**src/rtl/router_reg_if.sv**
```systemverilog
// Byte/strobe bus between the router FSM side and the datapath register stage.
interface router_reg_if #(
   parameter int DATA_WIDTH = 8
);
   logic [DATA_WIDTH-1:0] data_in;
   logic                  pkt_valid;
   logic                  fifo_full;
   logic                  detect_add;
   logic                  lfd_state;
   logic                  ld_state;
   logic                  laf_state;
   logic                  full_state;
   logic                  rst_int_reg;
   logic                  parity_done;
   logic                  low_pkt_valid;
   logic                  err;
   logic [DATA_WIDTH-1:0] dout;

   // Source side: drives the byte stream and FSM strobes, observes status.
   modport master (
      output data_in, pkt_valid, fifo_full,
      output detect_add, lfd_state, ld_state, laf_state, full_state, rst_int_reg,
      input  parity_done, low_pkt_valid, err, dout
   );

   // Register stage side.
   modport slave (
      input  data_in, pkt_valid, fifo_full,
      input  detect_add, lfd_state, ld_state, laf_state, full_state, rst_int_reg,
      output parity_done, low_pkt_valid, err, dout
   );
endinterface

```
**src/rtl/router_reg.sv**
```systemverilog
// Datapath register stage of the 1x3 router: header latch, FIFO write byte,
// full-time hold byte, running XOR parity and parity-error reporting.
module router_reg #(
   parameter int DATA_WIDTH = 8,
   parameter int ADDR_BITS  = 2
) (
   input  logic        clock,
   input  logic        reset,
   router_reg_if.slave bus
);

   // Running parity accumulation step.
   function automatic logic [DATA_WIDTH-1:0] par_acc(input logic [DATA_WIDTH-1:0] acc,
                                                     input logic [DATA_WIDTH-1:0] b);
      par_acc = acc ^ b;
   endfunction

   // High when the received parity byte disagrees with the accumulated parity.
   function automatic logic par_mismatch(input logic [DATA_WIDTH-1:0] rx,
                                         input logic [DATA_WIDTH-1:0] acc);
      par_mismatch = |(rx ^ acc);
   endfunction

   logic [DATA_WIDTH-1:0] header_q, header_d;
   logic [DATA_WIDTH-1:0] hold_q, hold_d;
   logic                  hold_is_par_q, hold_is_par_d;
   logic [DATA_WIDTH-1:0] int_par_q, int_par_d;
   logic [DATA_WIDTH-1:0] pkt_par_q, pkt_par_d;
   logic                  cmp_pend_q, cmp_pend_d;
   logic [DATA_WIDTH-1:0] dout_q, dout_d;
   logic                  parity_done_q, parity_done_d;
   logic                  low_pkt_valid_q, low_pkt_valid_d;
   logic                  err_q, err_d;
   logic                  addr_ok_s;

   assign addr_ok_s = (bus.data_in[ADDR_BITS-1:0] != {ADDR_BITS{1'b1}});

   // Next-state for every datapath register, driven by the one active FSM strobe.
   always_comb begin
      header_d        = header_q;
      hold_d          = hold_q;
      hold_is_par_d   = hold_is_par_q;
      int_par_d       = int_par_q;
      pkt_par_d       = pkt_par_q;
      cmp_pend_d      = cmp_pend_q;
      dout_d          = dout_q;
      parity_done_d   = parity_done_q;
      low_pkt_valid_d = low_pkt_valid_q;
      err_d           = err_q;

      // Compare one cycle after the parity byte lands so both operands are settled.
      if (cmp_pend_q) begin
         err_d      = par_mismatch(pkt_par_q, int_par_q);
         cmp_pend_d = 1'b0;
      end else begin
         cmp_pend_d = cmp_pend_q;
      end

      if (bus.detect_add) begin
         parity_done_d = 1'b0;
         err_d         = 1'b0;
         if (bus.pkt_valid && addr_ok_s) begin
            header_d   = bus.data_in;
            int_par_d  = {DATA_WIDTH{1'b0}};
            cmp_pend_d = 1'b0;
         end else begin
            header_d = header_q;
         end
      end else if (bus.lfd_state) begin
         dout_d    = header_q;
         int_par_d = par_acc(int_par_q, header_q);
      end else if (bus.ld_state) begin
         if (bus.fifo_full) begin
            // Park the byte; it is replayed from LOAD_AFTER_FULL.
            hold_d        = bus.data_in;
            hold_is_par_d = !bus.pkt_valid;
         end else if (bus.pkt_valid) begin
            dout_d    = bus.data_in;
            int_par_d = par_acc(int_par_q, bus.data_in);
         end else begin
            dout_d        = bus.data_in;
            pkt_par_d     = bus.data_in;
            parity_done_d = 1'b1;
         end
      end else if (bus.laf_state) begin
         if (!parity_done_q) begin
            dout_d = hold_q;
            if (hold_is_par_q) begin
               pkt_par_d     = hold_q;
               parity_done_d = 1'b1;
            end else begin
               int_par_d = par_acc(int_par_q, hold_q);
            end
         end else begin
            dout_d = dout_q;
         end
      end else begin
         // FIFO_FULL_STATE, CHECK_PARITY_ERROR and idle leave the datapath alone.
         dout_d = dout_q;
      end

      if (!parity_done_q && parity_done_d) begin
         cmp_pend_d = 1'b1;
      end else begin
         cmp_pend_d = cmp_pend_d;
      end

      // Clear has priority over a simultaneous set.
      if (bus.rst_int_reg) begin
         low_pkt_valid_d = 1'b0;
      end else if (bus.ld_state && !bus.pkt_valid) begin
         low_pkt_valid_d = 1'b1;
      end else begin
         low_pkt_valid_d = low_pkt_valid_q;
      end
   end

   // State registers with asynchronous clear.
   always_ff @(posedge clock or posedge reset) begin
      if (reset) begin
         header_q        <= {DATA_WIDTH{1'b0}};
         hold_q          <= {DATA_WIDTH{1'b0}};
         hold_is_par_q   <= 1'b0;
         int_par_q       <= {DATA_WIDTH{1'b0}};
         pkt_par_q       <= {DATA_WIDTH{1'b0}};
         cmp_pend_q      <= 1'b0;
         dout_q          <= {DATA_WIDTH{1'b0}};
         parity_done_q   <= 1'b0;
         low_pkt_valid_q <= 1'b0;
         err_q           <= 1'b0;
      end else begin
         header_q        <= header_d;
         hold_q          <= hold_d;
         hold_is_par_q   <= hold_is_par_d;
         int_par_q       <= int_par_d;
         pkt_par_q       <= pkt_par_d;
         cmp_pend_q      <= cmp_pend_d;
         dout_q          <= dout_d;
         parity_done_q   <= parity_done_d;
         low_pkt_valid_q <= low_pkt_valid_d;
         err_q           <= err_d;
      end
   end

   assign bus.dout          = dout_q;
   assign bus.parity_done   = parity_done_q;
   assign bus.low_pkt_valid = low_pkt_valid_q;
   assign bus.err           = err_q;

endmodule

```
**src/flat_wrapper.sv**
```systemverilog
// flat-port wrapper written by rule: the top's interface ports become plain ports
module router_reg_flat 
#(
   parameter int DATA_WIDTH = 8,
   parameter int ADDR_BITS  = 2
)
  (clock, reset, bus_data_in, bus_pkt_valid, bus_fifo_full, bus_detect_add, bus_lfd_state, bus_ld_state, bus_laf_state, bus_full_state, bus_rst_int_reg, bus_parity_done, bus_low_pkt_valid, bus_err, bus_dout);
  router_reg_if #(.DATA_WIDTH(DATA_WIDTH)) bus_i ();
  input  logic clock;
  input  logic reset;
  input wire logic [$bits(bus_i.data_in)-1:0] bus_data_in;
  input wire logic [$bits(bus_i.pkt_valid)-1:0] bus_pkt_valid;
  input wire logic [$bits(bus_i.fifo_full)-1:0] bus_fifo_full;
  input wire logic [$bits(bus_i.detect_add)-1:0] bus_detect_add;
  input wire logic [$bits(bus_i.lfd_state)-1:0] bus_lfd_state;
  input wire logic [$bits(bus_i.ld_state)-1:0] bus_ld_state;
  input wire logic [$bits(bus_i.laf_state)-1:0] bus_laf_state;
  input wire logic [$bits(bus_i.full_state)-1:0] bus_full_state;
  input wire logic [$bits(bus_i.rst_int_reg)-1:0] bus_rst_int_reg;
  output wire logic [$bits(bus_i.parity_done)-1:0] bus_parity_done;
  output wire logic [$bits(bus_i.low_pkt_valid)-1:0] bus_low_pkt_valid;
  output wire logic [$bits(bus_i.err)-1:0] bus_err;
  output wire logic [$bits(bus_i.dout)-1:0] bus_dout;
  assign bus_i.data_in = bus_data_in;
  assign bus_i.pkt_valid = bus_pkt_valid;
  assign bus_i.fifo_full = bus_fifo_full;
  assign bus_i.detect_add = bus_detect_add;
  assign bus_i.lfd_state = bus_lfd_state;
  assign bus_i.ld_state = bus_ld_state;
  assign bus_i.laf_state = bus_laf_state;
  assign bus_i.full_state = bus_full_state;
  assign bus_i.rst_int_reg = bus_rst_int_reg;
  assign bus_parity_done = bus_i.parity_done;
  assign bus_low_pkt_valid = bus_i.low_pkt_valid;
  assign bus_err = bus_i.err;
  assign bus_dout = bus_i.dout;
  router_reg #(.DATA_WIDTH(DATA_WIDTH), .ADDR_BITS(ADDR_BITS)) u_core (.clock(clock), .reset(reset), .bus(bus_i));
endmodule
```
**config.mk**
```make
export PLATFORM = sky130hd
export DESIGN_NAME = router_reg_flat
export DESIGN_NICKNAME = d
export VERILOG_FILES = /design/src/rtl/router_reg_if.sv /design/src/rtl/router_reg.sv /design/src/flat_wrapper.sv
export SDC_FILE = /design/constraint.sdc
export NUM_CORES = 1
export LEC_CHECK = 0
export ABC_AREA = 0
export BUFFER_PORTS_ARGS = -buffer_cell sky130_fd_sc_hd__buf_4
export CORE_MARGIN = 2
export CORE_UTILIZATION = 61
export DETAILED_ROUTE_END_ITERATION = 10
export PLACE_DENSITY_LB_ADDON = 0.12
export SETUP_SLACK_MARGIN = 0.4
export SYNTH_ARGS = -nofsm -noshare
export SYNTH_HDL_FRONTEND = slang
export SYNTH_SLANG_ARGS = --single-unit
```
**constraint.sdc**
```tcl
create_clock -name clock -period 4.65 [get_ports clock]
set_clock_uncertainty 0.2 [all_clocks]
set_input_delay 0.2325 -clock clock [delete_from_list [all_inputs] [get_ports clock]]
set_output_delay 0.2325 -clock clock [all_outputs]
set_load 0.01 [all_outputs]
```
==> impl_metrics.toml <==
[outcome]
outcome = "finished, final reports clean"

[routing]
antenna_left = 0
routed_wl_um = 4380
vias = 1507
wl_per_cell_um = 16.3
dr.pass1.iters = 4
drt_iter0_markers = 104
drc = 0
viasPerCell = 5.62

[critical_path]
path_cells = "dlygate4sd3_1 -> buf_4 -> and2_1 -> o22ai_2 -> and2_4 -> o221ai_1"
crit_path_start_kind = "primary input"
path_class = "primary input to flip-flop"
reg2reg_depth = 3
cp.required_ns = 4.61
reg2reg_from = "u_core.bus.parity_done"
arrival_ns = 1.88
rr_endpoint = "u_core.bus.dout[4]"
startpoint = "bus_data_in[1]"
critPathMaxFanout = 9
crit_path_end_kind = "flip-flop"
r2r_setup_slack_ns = 2.77
slowest_delay_ns = 0.54
worst_path_max_delay_cell = "dlygate4sd3_1"

[clock_tree]
cts.sinks = 45
root_buffer = "clkbuf_8"
clk_latency_ns = 0.29
cts_tree = "yes"
cts_buffers = 5
post_cts_buffers = 0
clkTransAtPathRegs_ns = 0.08
cts_resized = 0
htree_levels = 2
clockBufferDepth = 2

[min_path]
worstHoldStart = "bus_data_in[0]"
whs_endpoint = "u_core.header_q[0]"
hold_class = "primary input to flip-flop"
hold_depth = 3

[global_routing]
grt.met2_usage_pct = 38.0
first_global_vias = 1533
gr-total-overflow = 0
grtUsageMet1_pct = 33.2
grt.busiest_layer = "met2"
grt_util_met3_pct = 4.17
grt_usage_pct = 23.8
grt_first_pass_wirelength_um = 7560
antenna_found_initial = 0
grt_max_degree = 46

[pwr]
ir_drop_v = 0.000213
power.density_mw_per_mm2 = 426
p_leak_nw = 1.21

[timing]
hold_viol = 0
worst_pin_slew_ns = 0.567
fmax_mhz = 520
fin_crit_sh_pct = 41.4
period_minus_slack_ns = 1.92
slew_violations = 0
max-slew-margin-rel_pct = 62.2
rsz0062_at_grt = "no"
setup_slack_ns = 2.73
tns_ns = 0
setup_viol = 0

[placed_design]
place_area_mm2 = 0.00246
port-buffer-count = 27
dp_hpwl_um = 3130
dp_cells = 250
place_congestion = 0.743
dp_slack_ns = 2.73

[floorplanning]
core-area_mm2 = 0.00361
dieArea_mm2 = 0.00418
start_util_pct = 62.2
fp.dieW_um = 64.6
rows = 22
floorplan.die.height_um = 64.6
pin_count = 29

[finish]
drive_gt1_share_pct = 39.5
antennaDiodeCount = 0
final_nets = 237
finalInstanceArea_mm2 = 0.00264
fillCellCount = 253
fin_util_pct = 73.2
stdcell_count = 268
syn_to_final_growth_pct = 17.6

[logic_synthesis]
postSynth.asyncResetShare_pct = 100
mappedNetlistArea_mm2 = 0.00224
yosysTopAreaCell = "dfrtp_1"
yosysSeqAreaShare_pct = 50.2
syn_avg_cell_area_um2 = 12.3
netlist.area_leader.share_pct = 50.2
syn_inst = 182
yosys-top-cells-area = "dfrtp_1 50%, mux2_2 19%, mux2_4 6.0%"
ys_ff_latch = 45
synthesis.nets = 200
yosys_warnings = 0
synthFlopType = "dfrtp_1"
synth-edff-count = 0
yosysUniqueCellTypes = 31

[job]
max_cap_violations = 0
-- flip-flops by register name (all words and copies together) (netlist names) --
register / cells
u_core.bus.dout: 8
u_core.bus.err: 1
u_core.bus.low_pkt_valid: 1
u_core.bus.parity_done: 1
u_core.cmp_pend_q: 1
u_core.header_q: 8
u_core.hold_is_par_q: 1
u_core.hold_q: 8
u_core.int_par_q: 8
u_core.pkt_par_q: 8
-- metrics by stage --
| step | total power [W] | hold WS (ns) |
|---|---|---|
| after floorplan | 0.000792 | 0.0989 |
| after detailed placement | 0.000896 | 0.189 |
| after CTS | 0.00113 | 0.0157 |
| after global routing | 0.00120 | 0.0111 |
| after global placement | 0.000873 | 0.184 |
| final | 0.00113 | 0.0171 |
-- area by class of cell --
| type | instances | area, µm² | area share [%] |
|---|---|---|---|
| Clock inverter | 2 | 10.0 | 0.379 |
| Timing Repair Buffer | 38 | 310 | 11.8 |
| Clock buffer | 6 | 72.6 | 2.75 |
| Sequential cell | 45 | 1130 | 42.7 |
| Inverter | 11 | 41.3 | 1.56 |
| Multi-Input combinational cell | 118 | 1020 | 38.6 |
| Tap cell | 48 | 60.1 | 2.28 |
-- how the worst max path moves through the flow --
stage | cells past startpoint | slack (ns) | endpoint
after floorplan | 4 | 2.89 | u_core.bus.dout[0]
after detailed placement | 4 | 2.73 | u_core.bus.dout[4]
after global routing | 6 | 2.63 | u_core.int_par_q[1]
final | 6 | 2.73 | u_core.int_par_q[1]
after CTS | 6 | 2.74 | u_core.int_par_q[1]
after global placement | 4 | 2.76 | u_core.bus.dout[7]
-- Yosys cell counts (3+ instances only) --
cell and number:
dfrtp_1 45, mux2_2 37, nor2_1 20, inv_1 11, mux2_4 9, nand2b_1 8, xor2_1 8, nand4_1 7
o221ai_1 7, buf_6 3, clkbuf_1 3
-- cell families after synthesis --
| kind of cell | after synthesis | share of synthesized area [%] |
|---|---|---|
| flip-flops | 45 | 50.2 |
| multiplexers | 46 | 24.6 |
| buffers and inverters | 19 | 4.41 |
| AND/OR/NAND/NOR | 46 | 11.0 |
| AO/OA/AOI/OAI | 18 | 6.69 |
| XOR/XNOR | 8 | 3.12 |
-- critical path, delay by kind of cell --
kind | cells | cell delay (ns)
AO/OA/AOI/OAI | 2 | 0.53
buffers and inverters | 2 | 0.68
AND/OR/NAND/NOR | 2 | 0.44
-- routing by layer --
metal  wire length (µm)  share of wire (%)
met1               2080                 47
met2               2110                 48
met3                128                2.9
met4                 65                1.5
met5                  0                  0
-- placed cells by master (no fill, tap or decap), types with 2 or more instances in the layout --
cell / Yosys / final
dfrtp_1: 45 / 45
mux2_2: 37 / 37
buf_4: 1 / 28
nor2_1: 20 / 20
inv_1: 11 / 10
dlygate4sd3_1: 0 / 10
mux2_4: 9 / 9
nand2b_1: 8 / 8
xor2_1: 8 / 8
nand4_1: 7 / 7
o221ai_1: 7 / 7
clkbuf_8: 0 / 5
a21oi_1: 2 / 2
and2_1: 2 / 2
o21ai_0: 2 / 2
nor4_1: 2 / 2
clkinv_2: 0 / 2
-- where the power goes --
part	switching (W)	leakage [nW]	internal [W]
Sequential	0.0000790	0.552	0.000494
Clock	0.000123	0.0450	0.000104
Combinational	0.000139	0.616	0.000186
-- what timing repair did --
item | 4_1_cts | 5_1_grt
setup endpoints to repair | 0 | 0
hold endpoints to repair | 58 | 0
hold buffers | 10 | 0
No activity file was read; power rests on OpenSTA's default activity.
